### src/rtl/tmac_uni_ctrl.sv
// -----------------------------------------------------------------------------
// tmac_uni_ctrl
//
// Transaction controller for the 16-lane unipolar stochastic MAC
// (tMAC_uni_nonscaled). One transaction works like this:
//   1. Accept one operand set over in_valid/in_ready and register it.
//   2. Pulse the MAC load strobes for one cycle.
//   3. Wait out the MAC adder-tree pipeline (PIPE_LAT cycles).
//   4. Count ones on mac_oC over ACC_LEN cycles.
//   5. Present the count on result over out_valid/out_ready.
//
// Fixed latency from accept to out_valid is 1 + 1 + PIPE_LAT + ACC_LEN cycles.
//
// Ports
//   clk, rst_n           clock, asynchronous active-low reset
//   in_valid / in_ready  operand-set handshake (in_ready high only in IDLE)
//   in_a, in_b           packed operands, lane i at [i*DATA_W +: DATA_W]
//   mac_a, mac_b         registered operands to the MAC iA / iB
//   mac_loadA/B          one-cycle load strobes to the MAC
//   mac_oC               MAC output bitstream
//   out_valid/out_ready  result handshake
//   result               number of ones seen on mac_oC within the window
//   busy                 high in every state except IDLE
// -----------------------------------------------------------------------------
module tmac_uni_ctrl #(
    parameter int DATA_W   = 8,
    parameter int LANES    = 16,
    parameter int PIPE_LAT = 3,
    parameter int ACC_LEN  = 256,
    parameter int RES_W    = $clog2(ACC_LEN + 1)
) (
    input  logic                     clk,
    input  logic                     rst_n,

    input  logic                     in_valid,
    output logic                     in_ready,
    input  logic [LANES*DATA_W-1:0]  in_a,
    input  logic [LANES*DATA_W-1:0]  in_b,

    output logic [LANES*DATA_W-1:0]  mac_a,
    output logic [LANES*DATA_W-1:0]  mac_b,
    output logic                     mac_loadA,
    output logic                     mac_loadB,
    input  logic                     mac_oC,

    output logic                     out_valid,
    input  logic                     out_ready,
    output logic [RES_W-1:0]         result,

    output logic                     busy
);

    // The phase counter is shared by WAIT and ACC, so it is sized for the
    // longer of the two (never narrower than one bit).
    localparam int CNT_MAX = (ACC_LEN > PIPE_LAT) ? ((ACC_LEN > 2) ? ACC_LEN : 2)
                                                  : ((PIPE_LAT > 2) ? PIPE_LAT : 2);
    localparam int CNT_W   = $clog2(CNT_MAX);

    localparam logic [CNT_W-1:0] ACC_LAST  = CNT_W'(ACC_LEN - 1);
    localparam logic [CNT_W-1:0] WAIT_LAST = CNT_W'((PIPE_LAT > 0) ? (PIPE_LAT - 1) : 0);

    typedef enum logic [2:0] {
        S_IDLE,
        S_LOAD,
        S_WAIT,
        S_ACC,
        S_DONE
    } state_t;

    state_t                    state_q;
    logic [LANES*DATA_W-1:0]   mac_a_q;
    logic [LANES*DATA_W-1:0]   mac_b_q;
    logic [CNT_W-1:0]          cnt_q;
    logic [RES_W-1:0]          acc_q;
    logic [RES_W-1:0]          acc_d;
    logic [RES_W-1:0]          result_q;
    logic                      load_q;
    logic                      in_ready_q;
    logic                      out_valid_q;
    logic                      busy_q;

    // Running sum including the current bit. Used both for the per-cycle
    // accumulate and for the final result so the last window bit is counted.
    // NOTE: a combinational block assigns every output on every path, so no
    // latch can be inferred.
    always_comb begin
        acc_d = acc_q + RES_W'(mac_oC);
    end

    // Single-process FSM; every output is a register written alongside the
    // state transition that implies it, so outputs are glitch-free.
    // NOTE: sequential state uses non-blocking assignments only, so every
    // right-hand side reads the pre-edge value regardless of statement order.
    always_ff @(posedge clk or negedge rst_n) begin
        if (!rst_n) begin
            // NOTE: the wide operand and result registers are reset too,
            // because the outputs they drive must read 0 immediately on reset.
            state_q     <= S_IDLE;
            mac_a_q     <= '0;
            mac_b_q     <= '0;
            cnt_q       <= '0;
            acc_q       <= '0;
            result_q    <= '0;
            load_q      <= 1'b0;
            in_ready_q  <= 1'b1;
            out_valid_q <= 1'b0;
            busy_q      <= 1'b0;
        end else begin
            // The load strobe is a single-cycle pulse; it is re-armed only on
            // the IDLE->LOAD transition below.
            load_q <= 1'b0;

            case (state_q)
                S_IDLE: begin
                    if (in_valid && in_ready_q) begin
                        mac_a_q    <= in_a;
                        mac_b_q    <= in_b;
                        acc_q      <= '0;
                        cnt_q      <= '0;
                        load_q     <= 1'b1;
                        in_ready_q <= 1'b0;
                        busy_q     <= 1'b1;
                        state_q    <= S_LOAD;
                    end
                end

                S_LOAD: begin
                    cnt_q <= '0;
                    if (PIPE_LAT == 0) begin
                        state_q <= S_ACC;
                    end else begin
                        state_q <= S_WAIT;
                    end
                end

                S_WAIT: begin
                    if (cnt_q == WAIT_LAST) begin
                        cnt_q   <= '0;
                        state_q <= S_ACC;
                    end else begin
                        cnt_q <= cnt_q + CNT_W'(1);
                    end
                end

                S_ACC: begin
                    acc_q <= acc_d;
                    if (cnt_q == ACC_LAST) begin
                        cnt_q       <= '0;
                        result_q    <= acc_d;
                        out_valid_q <= 1'b1;
                        state_q     <= S_DONE;
                    end else begin
                        cnt_q <= cnt_q + CNT_W'(1);
                    end
                end

                S_DONE: begin
                    // in_valid is deliberately not looked at here: the output
                    // handshake always wins and the next accept happens in IDLE.
                    if (out_ready) begin
                        out_valid_q <= 1'b0;
                        busy_q      <= 1'b0;
                        in_ready_q  <= 1'b1;
                        state_q     <= S_IDLE;
                    end
                end

                default: begin
                    out_valid_q <= 1'b0;
                    busy_q      <= 1'b0;
                    in_ready_q  <= 1'b1;
                    state_q     <= S_IDLE;
                end
            endcase
        end
    end

    assign in_ready  = in_ready_q;
    assign mac_a     = mac_a_q;
    assign mac_b     = mac_b_q;
    assign mac_loadA = load_q;
    assign mac_loadB = load_q;
    assign out_valid = out_valid_q;
    assign result    = result_q;
    assign busy      = busy_q;

endmodule

### config.mk
export PLATFORM = sky130hd
export DESIGN_NAME = tmac_uni_ctrl
export DESIGN_NICKNAME = d
export VERILOG_FILES = /design/src/rtl/tmac_uni_ctrl.sv
export SDC_FILE = /design/constraint.sdc
export NUM_CORES = 1
export LEC_CHECK = 0
export ABC_AREA = 1
export BUFFER_PORTS_ARGS = -buffer_cell sky130_fd_sc_hd__buf_2
export CAP_MARGIN = 10
export CORE_AREA = 8 8 199 201
export DETAILED_ROUTE_END_ITERATION = 10
export DIE_AREA = 0 0 207 209
export GPL_TIMING_DRIVEN = 1
export PLACE_DENSITY = 0.69
export SETUP_SLACK_MARGIN = 0.4
export SLEW_MARGIN = 20
export SYNTH_ARGS = -nofsm -noshare
export SYNTH_HDL_FRONTEND = slang
export SYNTH_SLANG_ARGS = --single-unit
export TNS_END_PERCENT = 1
### constraint.sdc
create_clock -name clk -period 1.6 [get_ports clk]
set_input_delay 0.08 -clock clk [delete_from_list [all_inputs] [get_ports clk]]
set_output_delay 0.08 -clock clk [all_outputs]
set_load 0.005 [all_outputs]
==> impl_metrics.tcl, run 1 <==
set metrics [dict create \
    status "complete, but fails checks" \
    violations "hold timing" \
    htreeDepth 2 \
    finalCriticalPeriod_ns 1.48 \
    synth_edf_count 0 \
    clkPwrFrac_pct 26.6 \
    coreArea_um2 36300 \
    max_slew_margin_pct 60.4 \
    crit_family "flip-flops" \
    total_power_w 0.0308 \
    synth-main-ff-cell "dfrtp_1" \
    yosysWarnings 0 \
    antenna_found_initial 6 \
    tightest_slew_ns 0.595 \
    vias 12200 \
    grt_pass1_wl_mm 71.7 \
    final-setup-viol-count 0 \
    p_sw_share_pct 34.4 \
    crit_type "flop to flop" \
    path_clk_slew_ns 0.06 \
    cap_viol_max_count 0 \
    min_path_cells 4 \
    vdd_ir_drop_max_mv 0.952 \
    clock_skew_ns 0.00956 \
    cp_max_fo 55 \
    slew_violations 0 \
    routed_wirelength_mm 45.9 \
    drc 0 \
    finalHoldViolCount 1 \
    detail_route.vias_per_cell 4.65 \
    die_h_um 209 \
    end_kind "flop" \
    yosys.area.top_type_share_pct 63.5 \
    drtPass1Iterations 7 \
    whs_ns -0.00236 \
    yosysUniqueCellTypes 27 \
    clock_latency_ns 0.52 \
    pin_count 531 \
    start_util_pct 31.3 \
    slowest_delay_ns 0.55 \
    cts_buffer_depth 3 \
    detailed_place_hpwl_mm 29.0 \
    syn_nets 1560 \
    rsz0062_at_grt "yes" \
    finalCritPeriodShare_pct 92.6 \
    ys_async_sr_fraction_pct 100 \
    cp_slowest_cell "dfstp_2" \
    drt_iter0_markers 947 \
    post_drt_wl_per_cell_um 17.5 \
    netlist_area_um2 11400 \
    synth_commonest_cells "nand2_1, dfrtp_1, nand3_1" \
    reg2reg_depth 5 \
    grt_max_degree 74 \
    min-delay-start "mac_oC" \
    cts_buffers 35 \
    synth_top_area_cell "dfrtp_1" \
    synth.most_common_cell "nand2_1" \
    ant_nets 0 \
    clockRootBuffer "clkbuf_16" \
    synth.avg_cell_area_um2 8.77 \
    port_buffers 530 \
    die_area_um2 43300 \
    arrival_ns 1.87 \
    max_freq_ghz 0.675 \
    rrSetupSlack_ns 0.12 \
    reg2reg_to "mac_b[38]$_DFFE_PN0P_" \
    r2r-start "in_ready$_DFFE_PN1P_" \
    p_seq_share_pct 39.3 \
    synth_cells 1295 \
    cp-start-kind "flop" \
    p_sw_w 0.0106 \
    rows 70 \
    ys_top_cells_by_area "dfrtp_1, nand2_1, buf_4" \
    cp_cell_sequence "nand4_4 -> buf_6 -> buf_16 -> nand2_1 -> nand2_1" \
    overflow 0 \
    hold_path_end "result[0]$_DFFE_PN0P_" \
    routabilityCongestion 0.876 \
    grt_usage_pct 20.6 \
    power_leakage_nw 10.6 \
    grt_pass1_vias 13200 \
    internal_power_w 0.0202 \
    holdCritPathClass "primary input to flop" \
    drive_gt1_share_pct 31.0 \
    cts_num_sinks 289 \
    fin_nets 2381 \
    ys_ff_latch 289 \
    tritoncts "done" \
    synthToLayoutAreaGrowth_pct 66.2 \
    required_ns 1.99 \
    power_density_nw_per_um2 1630 \
    ys_seq_area_share_pct 63.7 \
    path_common_cell "nand2_1" \
    die_x_um 207 \
    crit_buf_inv 2 \
    combPwrFrac_pct 34.1 \
    final.setup.tns_ns 0 \
]
cell families (layout without fill, tap and decap cells):
| logic type | count (synthesis) | in the layout | synth area share, % |
|---|---|---|---|
| AO/OA/AOI/OAI | 26 | 26 | 1.44 |
| XOR/XNOR | 4 | 4 | 0.309 |
| adder cells (fa/ha/maj) | 4 | 4 | 0.441 |
| buffers and inverters | 82 | 929 | 3.81 |
| flip-flops | 289 | 289 | 63.7 |
| other | 0 | 5 | 0 |
| AND/OR/NAND/NOR | 890 | 890 | 30.3 |
routing by layer:
| metal | part of all wire [%] | track usage [%] | wire length [µm] | vias up |
|---|---|---|---|---|
| met5 | 0.017 | 0 | 8 | - |
| met4 | 5.8 | 12.8 | 2640 | 2 |
| met3 | 8.3 | 6.21 | 3820 | 180 |
| met2 | 50 | 34.9 | 22800 | 657 |
| met1 | 36 | 22.4 | 16600 | 5730 |
| li1 | - | - | - | 5599 |
how the worst max path moves through the flow:
stage / end / depth (start not counted) / startpoint / slack (ns)
after global placement: mac_b[80]$_DFFE_PN0P_ / 6 / state_q[0]$_DFFE_PN0P_ / 0.08
after detailed placement: mac_b[80]$_DFFE_PN0P_ / 6 / state_q[0]$_DFFE_PN0P_ / 0.01
final: mac_b[38]$_DFFE_PN0P_ / 5 / in_ready$_DFFE_PN1P_ / 0.12
after CTS: mac_b[63]$_DFFE_PN0P_ / 6 / in_ready$_DFFE_PN1P_ / 0.15
after global routing: result[2]$_DFFE_PN0P_ / 8 / cnt_q[0]$_DFFE_PN0P_ / 0.07
after floorplan: result[4]$_DFFE_PN0P_ / 9 / cnt_q[1]$_DFFE_PN0P_ / 0.20
what timing repair did:
| item | 4_1_cts | 5_1_grt |
|---|---|---|
| hold endpoints to repair | 509 | 0 |
| pin swaps | 2 | 1 |
| buffers inserted | 8 | 0 |
| hold buffers | 258 | 0 |
| resized for setup | 18 | 4 |
| cloned | 5 | 0 |
| setup endpoints to repair | 295 | 299 |
flip-flops by register name (all words and copies together) (netlist names):
register	cells
acc_q	9
busy	1
cnt_q	8
in_ready	1
mac_a	128
mac_b	128
mac_loadA	1
out_valid	1
result	9
state_q	3
metrics by stage:
step / utilization [%] / std cells / hold slack [ns] / area (µm²) / setup WS, ns
floorplan: - / 1295 / -0.216 / 11400 / 0.199
detailed placement: 40.8 / 2276 / 0.102 / 14800 / 0.0147
finish: 52.1 / 2615 / -0.00236 / 18900 / 0.118
global placement: 40.8 / 2276 / 0.0949 / 14800 / 0.0752
CTS: 52.0 / 2610 / -0.0380 / 18900 / 0.154
global route: 52.1 / 2615 / 0.000220 / 18900 / 0.0704
tightest hold or removal path, stage by stage:
cell	delay, ns
buf_2	0.09
ha_2	0.15
inv_1	0.05
o21ai_2	0.11
layout make-up:
cell class,count,area [µm²]
Inverter,23,96.3
Multi-Input combinational cell,924,3730
Sequential cell,289,7230
Clock buffer,51,1040
Fill cell,2997,17400
Timing Repair Buffer,843,6020
Antenna cell,5,12.5
Clock inverter,12,164
Tap cell,468,586
power groups by stage:
stage               sequential [W]  clock [W]  combinational (W)
floorplan                   0.0122          0            0.00394
global placement            0.0120          0            0.00918
detailed placement          0.0120          0            0.00947
CTS                         0.0120    0.00838             0.0104
global route                0.0124    0.00870             0.0117
finish                      0.0121    0.00822             0.0105
cell usage in the layout, fill, tap and decap left out, drive strengths merged, types with 8 or more instances in the layout:
cell,instances
dlygate4sd3,258
o21ai,19
clkinv,8
nand2,834
nand3,26
inv,23
clkbuf,51
dfrtp,288
nand4,10
nor2,19
buf,585
No activity file was read; power rests on OpenSTA's default activity.
==> run 2: changes to the inputs <==
- clock period: 1.6 -> 1.63 ns (I/O delays scaled with it)
==> impl_metrics.tcl, run 2 (synthesis results as in run 1) <==
set metrics [dict create \
    coreArea_um2 36300 \
    final.setup.tns_ns 0 \
    vias 12400 \
    critPathCapture "mac_b[62]$_DFFE_PN0P_" \
    finalHoldViolCount 2 \
    slew_violations 0 \
    drtPass1Iterations 8 \
    violations "hold timing" \
    cts_buffer_depth 3 \
    final_core_util_pct 53.5 \
    reg2reg_to "mac_b[62]$_DFFE_PN0P_" \
    drt_iter0_markers 959 \
    r2r-start "state_q[2]$_DFFE_PN0P_" \
    cp_cell_sequence "inv_2 -> nand4_4 -> buf_12 -> buf_12 -> buf_12 -> nand2_1 -> nand2_1" \
    tightest_slew_ns 0.448 \
    detail_route.vias_per_cell 4.70 \
    reg2reg_depth 7 \
    cts_num_sinks 289 \
    detailed_place_hpwl_mm 29.3 \
    power_density_nw_per_um2 1570 \
    n_fill_cell 2981 \
    power_leakage_nw 10.9 \
    routabilityCongestion 0.872 \
    clock_skew_ns 0.0198 \
    start_util_pct 31.3 \
    rows 70 \
    synthToLayoutAreaGrowth_pct 70.9 \
    p_seq_share_pct 39.2 \
    post_drt_wl_per_cell_um 18.3 \
    internal_power_w 0.0198 \
    met2_length_mm 24.4 \
    status "complete, but fails checks" \
    grt_pass1_vias 13300 \
    vdd_ir_drop_max_mv 1.01 \
    top_layer "met5" \
    rsz0062_at_grt "yes" \
    final-setup-viol-count 0 \
    path_common_cell "buf_12" \
    slowest_delay_ns 0.44 \
    overflow 0 \
    hold_buffers 259 \
    port_buffers 530 \
    clockRootBuffer "clkbuf_16" \
    antenna_found_initial 6 \
    worst_slack_ns 0.0483 \
    max_freq_ghz 0.632 \
    drc 0 \
    crit_type "flop to flop" \
    clock_latency_ns 0.56 \
    rrSetupSlack_ns 0.05 \
    required_ns 2.08 \
    grt_max_degree 54 \
    p_sw_share_pct 35.0 \
    dp_cells 2276 \
    wl_met3_mm 3.99 \
    finalCriticalPeriod_ns 1.58 \
    drive_gt1_share_pct 32.7 \
    path_clk_slew_ns 0.06 \
    max_slew_margin_pct 70.2 \
    die_x_um 207 \
    clkPwrFrac_pct 24.2 \
    routed_wirelength_mm 48.2 \
    arrival_ns 2.03 \
    ant_nets 0 \
    grt_usage_pct 20.5 \
    cts_buffers 31 \
    critical_path.startpoint "state_q[2]$_DFFE_PN0P_" \
    die_h_um 209 \
    cp-start-kind "flop" \
    fin_cells 2640 \
    holdCritPathClass "primary input to flop" \
    grt_pass1_wl_mm 72.4 \
    finalCritPeriodShare_pct 97.0 \
    die_area_um2 43300 \
    final_common_cell "nand2_1" \
    cap_viol_max_count 0 \
    p_sw_w 0.0107 \
    layout_common_cells "nand2_1, buf_2, dfrtp_1, dlygate4sd3_1, clkbuf_16" \
    htreeDepth 1 \
    whs_ns -0.0190 \
    end_kind "flop" \
    pin_count 531 \
    tritoncts "done" \
    cp_max_fo 37 \
    drt-met1-wl_mm 17.3 \
    cp_slowest_cell "dfrtp_1" \
    dp_slack_ns 0.0215 \
    fin_nets 2410 \
    combPwrFrac_pct 36.6 \
]
[run 2: changes by cell type in the layout (fill, tap and decap cells not counted), sizes merged]
| cell | delta |
|---|---|
| clkinvlp | +2 |
| clkbuf | +1 |
| buf | +20 |
| inv | +1 |
| dlygate4sd3 | +1 |
| bufinv | +1 |
| diode | -1 |
[run 2: power groups by stage]
| stage | Combinational, W | Clock [W] | Sequential [W] |
|---|---|---|---|
| 2_1_floorplan | 0.00387 | 0 | 0.0120 |
| 3_3_place_gp | 0.00911 | 0 | 0.0117 |
| 3_5_place_dp | 0.00938 | 0 | 0.0118 |
| 4_1_cts | 0.0104 | 0.00754 | 0.0118 |
| 5_1_grt | 0.0123 | 0.00783 | 0.0123 |
| 6_report | 0.0112 | 0.00739 | 0.0120 |
[run 2: repair_timing]
item,in CTS,in global routing
endpoints found under the setup margin,293,298
endpoints found under the hold margin,548,1
gates cloned,6,14
pin swaps,1,8
setup buffers,10,15
resized for setup,22,41
[run 2: worst min path at each step]
stage / start / end / slack [ns] / depth (start not counted)
floorplan: rst_n / acc_q[0]$_DFFE_PN0P_ / -0.21 / 0
finish: mac_oC / result[0]$_DFFE_PN0P_ / -0.02 / 4
detailed placement: rst_n / mac_a[40]$_DFFE_PN0P_ / 0.04 / 1
global route: mac_oC / result[0]$_DFFE_PN0P_ / -0.007 / 4
global placement: rst_n / mac_a[40]$_DFFE_PN0P_ / 0.04 / 1
CTS: mac_oC / result[0]$_DFFE_PN0P_ / -0.08 / 4
[run 2: area by class of cell]
class / count / area, µm² / area share (%)
Sequential cell: 289 / 7230 / 37.3
Inverter: 23 / 104 / 0.535
Clock inverter: 16 / 214 / 1.10
Timing Repair Buffer: 876 / 6600 / 34.0
Multi-Input combinational cell: 924 / 3800 / 19.6
Tap cell: 468 / 586 / 3.02
Clock buffer: 40 / 860 / 4.43
Antenna cell: 4 / 10.0 / 0.0516
[run 2: stage by stage]
step | total power (W) | area (µm²) | hold WS [ns]
floorplan | 0.0159 | 11400 | -0.214
global placement | 0.0208 | 14800 | 0.0428
detailed placement | 0.0211 | 14800 | 0.0423
CTS | 0.0297 | 18800 | -0.0764
global route | 0.0324 | 19400 | -0.00676
finish | 0.0305 | 19400 | -0.0190
[run 2: worst max-delay path: cells and delay by family (launching register included)]
| kind | cells | cell delay [ns] |
|---|---|---|
| simple gates | 3 | 0.38 |
| flops | 1 | 0.44 |
| buf+inv | 4 | 0.65 |
[run 2: layer usage]
layer | up-vias | global-route usage (%)
li1 | 5660 | -
met1 | 5853 | 22.5
met2 | 713 | 36.1
met3 | 184 | 5.37
met4 | 4 | 11.0
met5 | - | 0
==> run 3: changes to the inputs <==
- ABC_AREA: 1 -> unset
- CORE_AREA: 8 8 199 201 -> 8 8 198 200
- DIE_AREA: 0 0 207 209 -> 0 0 206 208
==> impl_metrics.tcl, run 3 <==
set metrics [dict create \
    synth.avg_cell_area_um2 15.6 \
    synth_top_area_cell "dfrtp_1" \
    finalCritPeriodShare_pct 113 \
    synth_cells 717 \
    detail_route.vias_per_cell 4.49 \
    critPathCapture "mac_a[124]$_DFFE_PN0P_" \
    synthToLayoutAreaGrowth_pct 66.8 \
    yosysUniqueCellTypes 45 \
    finalHoldViolCount 2 \
    vias 9266 \
    violations "hold timing, setup timing" \
    cts_buffer_depth 3 \
    post_drt_wl_per_cell_um 18.7 \
    slowest_delay_ns 0.38 \
    finalCriticalPeriod_ns 1.85 \
    final-setup-viol-count 266 \
    synth_edf_count 0 \
    cts_num_sinks 289 \
    worst_slack_ns -0.218 \
    coreArea_um2 36100 \
    clock_skew_ns 0.0261 \
    reg2reg_to "mac_a[124]$_DFFE_PN0P_" \
    synth-main-ff-cell "dfrtp_1" \
    grt_usage_pct 17.3 \
    final_core_util_pct 51.8 \
    antenna_found_initial 4 \
    grtUsageMet2_pct 31.9 \
    r2r-start "state_q[0]$_DFFE_PN0P_" \
    die_h_um 208 \
    yosys.area.top_type_share_pct 64.3 \
    clock_latency_ns 0.57 \
    cp_cell_sequence "or2_4 -> nor3_4 -> buf_12 -> buf_12 -> buf_16 -> mux2_2" \
    rows 70 \
    vdd_ir_drop_max_mv 0.912 \
    cts_buffers 30 \
    critical_path.startpoint "state_q[0]$_DFFE_PN0P_" \
    syn_nets 982 \
    start_util_pct 31.1 \
    ys_async_sr_fraction_pct 100 \
    cp-start-kind "flop" \
    status "complete, but fails checks" \
    routed_wirelength_mm 38.5 \
    pin_count 531 \
    final.setup.tns_ns -42.30 \
    grt_max_degree 60 \
    required_ns 2.07 \
    power_density_nw_per_um2 800 \
    reg2reg_depth 6 \
    grt-busiest-layer "met2" \
    grt_pass1_wl_mm 60.2 \
    total_power_w 0.0150 \
    fin_nets 1831 \
    synth.most_common_cell "dfrtp_1" \
    arrival_ns 2.29 \
    slew_violations 0 \
    end_kind "flop" \
    port_buffers 530 \
    use_met1_pct 18.5 \
    final_common_cell "buf_2" \
    drc 0 \
    whs_ns -0.0923 \
    max_freq_ghz 0.541 \
    crit_type "flop to flop" \
    die_x_um 206 \
    ys_seq_area_share_pct 64.6 \
    tritoncts "done" \
    hold_buffers 258 \
    holdCritPathClass "primary input to flop" \
    synth_commonest_cells "dfrtp_1, mux2_1, mux2_2" \
    grt_pass1_vias 10700 \
    path_common_cell "buf_12" \
    path_clk_slew_ns 0.06 \
    cp_slowest_cell "dfrtp_1" \
    met3_usage_pct 4.38 \
    clockRootBuffer "clkbuf_16" \
    ys_top_cells_by_area "dfrtp_1, mux2_1, mux2_2" \
    power_leakage_nw 10.5 \
    rsz0062_at_grt "yes" \
    ys_ff_latch 289 \
    cp_max_fo 30 \
    die_area_um2 42800 \
    max_slew_margin_pct 70.2 \
    drt_iter0_markers 305 \
    htreeDepth 1 \
    netlist_area_um2 11200 \
    layout_common_cells "buf_2, dfrtp_1, dlygate4sd3_1, mux2_1, mux2_2" \
    detailed_place_hpwl_mm 25.8 \
    routabilityCongestion 0.804 \
    drive_gt1_share_pct 47.0 \
    overflow 0 \
    rrSetupSlack_ns -0.22 \
    yosysWarnings 0 \
    drtPass1Iterations 6 \
    ant_nets 0 \
    cap_viol_max_count 0 \
    tightest_slew_ns 0.448 \
]
==> run 3: cell types whose count changed after synthesis, sizes merged, moves of 9 or more <==
cell / previous run / this run
nand2: 834 / 27
mux2: 0 / 263
nand3: 26 / 7
inv: 23 / 6
buf: 47 / 31
nand4: 10 / 0
clkbuf: 12 / 3
==> run 3: power by group <==
| part | switching (W) | leakage [nW] | internal [W] |
|---|---|---|---|
| Combinational | 0.000371 | 6.03 | 0.000673 |
| Clock | 0.00287 | 0.481 | 0.00387 |
| Sequential | 0 | 3.97 | 0.00717 |
| Total | 0.00324 | 10.5 | 0.0117 |
==> run 3: area by class of cell <==
class / count / area (µm²)
inverters: 6 / 22.5
well taps: 468 / 586
repair buffers: 851 / 6010
multi-input cells: 388 / 3850
clock buffers: 44 / 873
fillers: 2942 / 17400
flip-flops and latches: 289 / 7230
clock inverters: 12 / 105
diodes: 4 / 10.0
==> run 3: per-stage QoR <==
step / worst slack, ns / hold slack [ns] / area [µm²] / cells
final: -0.218 / -0.0923 / 18700 / 2062
after CTS: -0.217 / -0.140 / 18600 / 2058
after detailed placement: -0.223 / 0.0481 / 14900 / 1741
after global placement: -0.167 / 0.0469 / 14900 / 1741
after floorplan: -0.125 / -0.214 / 11300 / 717
after global routing: -0.274 / -0.0890 / 18700 / 2062
==> run 3: timing repair <==
item | 4_1_cts | 5_1_grt
pin swaps | 3 | 4
resized for setup | 24 | 14
endpoints found under the setup margin | 293 | 294
hold endpoints to repair | 509 | 2
gates cloned | 2 | 0
setup buffers | 1 | 0
==> run 3: routing by layer <==
metal	up-vias	routed length, µm
met5	-	0
met4	0	1320
met3	85	3110
met2	361	20100
met1	4591	13900
li1	4229	-
==> run 3: how the worst min path moves through the flow <==
stage / startpoint / to / depth (start not counted) / slack, ns
floorplan: rst_n / acc_q[0]$_DFFE_PN0P_ / 0 / -0.21
global placement: rst_n / mac_b[51]$_DFFE_PN0P_ / 1 / 0.05
detailed placement: rst_n / mac_b[53]$_DFFE_PN0P_ / 1 / 0.05
CTS: mac_oC / acc_q[0]$_DFFE_PN0P_ / 4 / -0.14
global route: mac_oC / acc_q[0]$_DFFE_PN0P_ / 4 / -0.09
finish: mac_oC / acc_q[0]$_DFFE_PN0P_ / 4 / -0.09
==> run 3: cells by family (layout without fill, tap and decap cells) <==
family | count (synthesis) | in the layout | share of synthesized area (%)
buf+inv | 40 | 913 | 2.14
fa+ha+maj | 4 | 4 | 0.447
xor+xnor | 8 | 8 | 0.625
other cells | 0 | 4 | 0
compound gates | 41 | 41 | 2.43
simple gates | 70 | 70 | 3.18
flops | 289 | 289 | 64.6
mux | 265 | 265 | 26.6
==> run 3: worst max-delay path: cells and delay by family, from the launching register on <==
kind	cells	cell delay, ns
buf+inv	3	0.52
simple gates	2	0.46
flops	1	0.38
mux	1	0.37
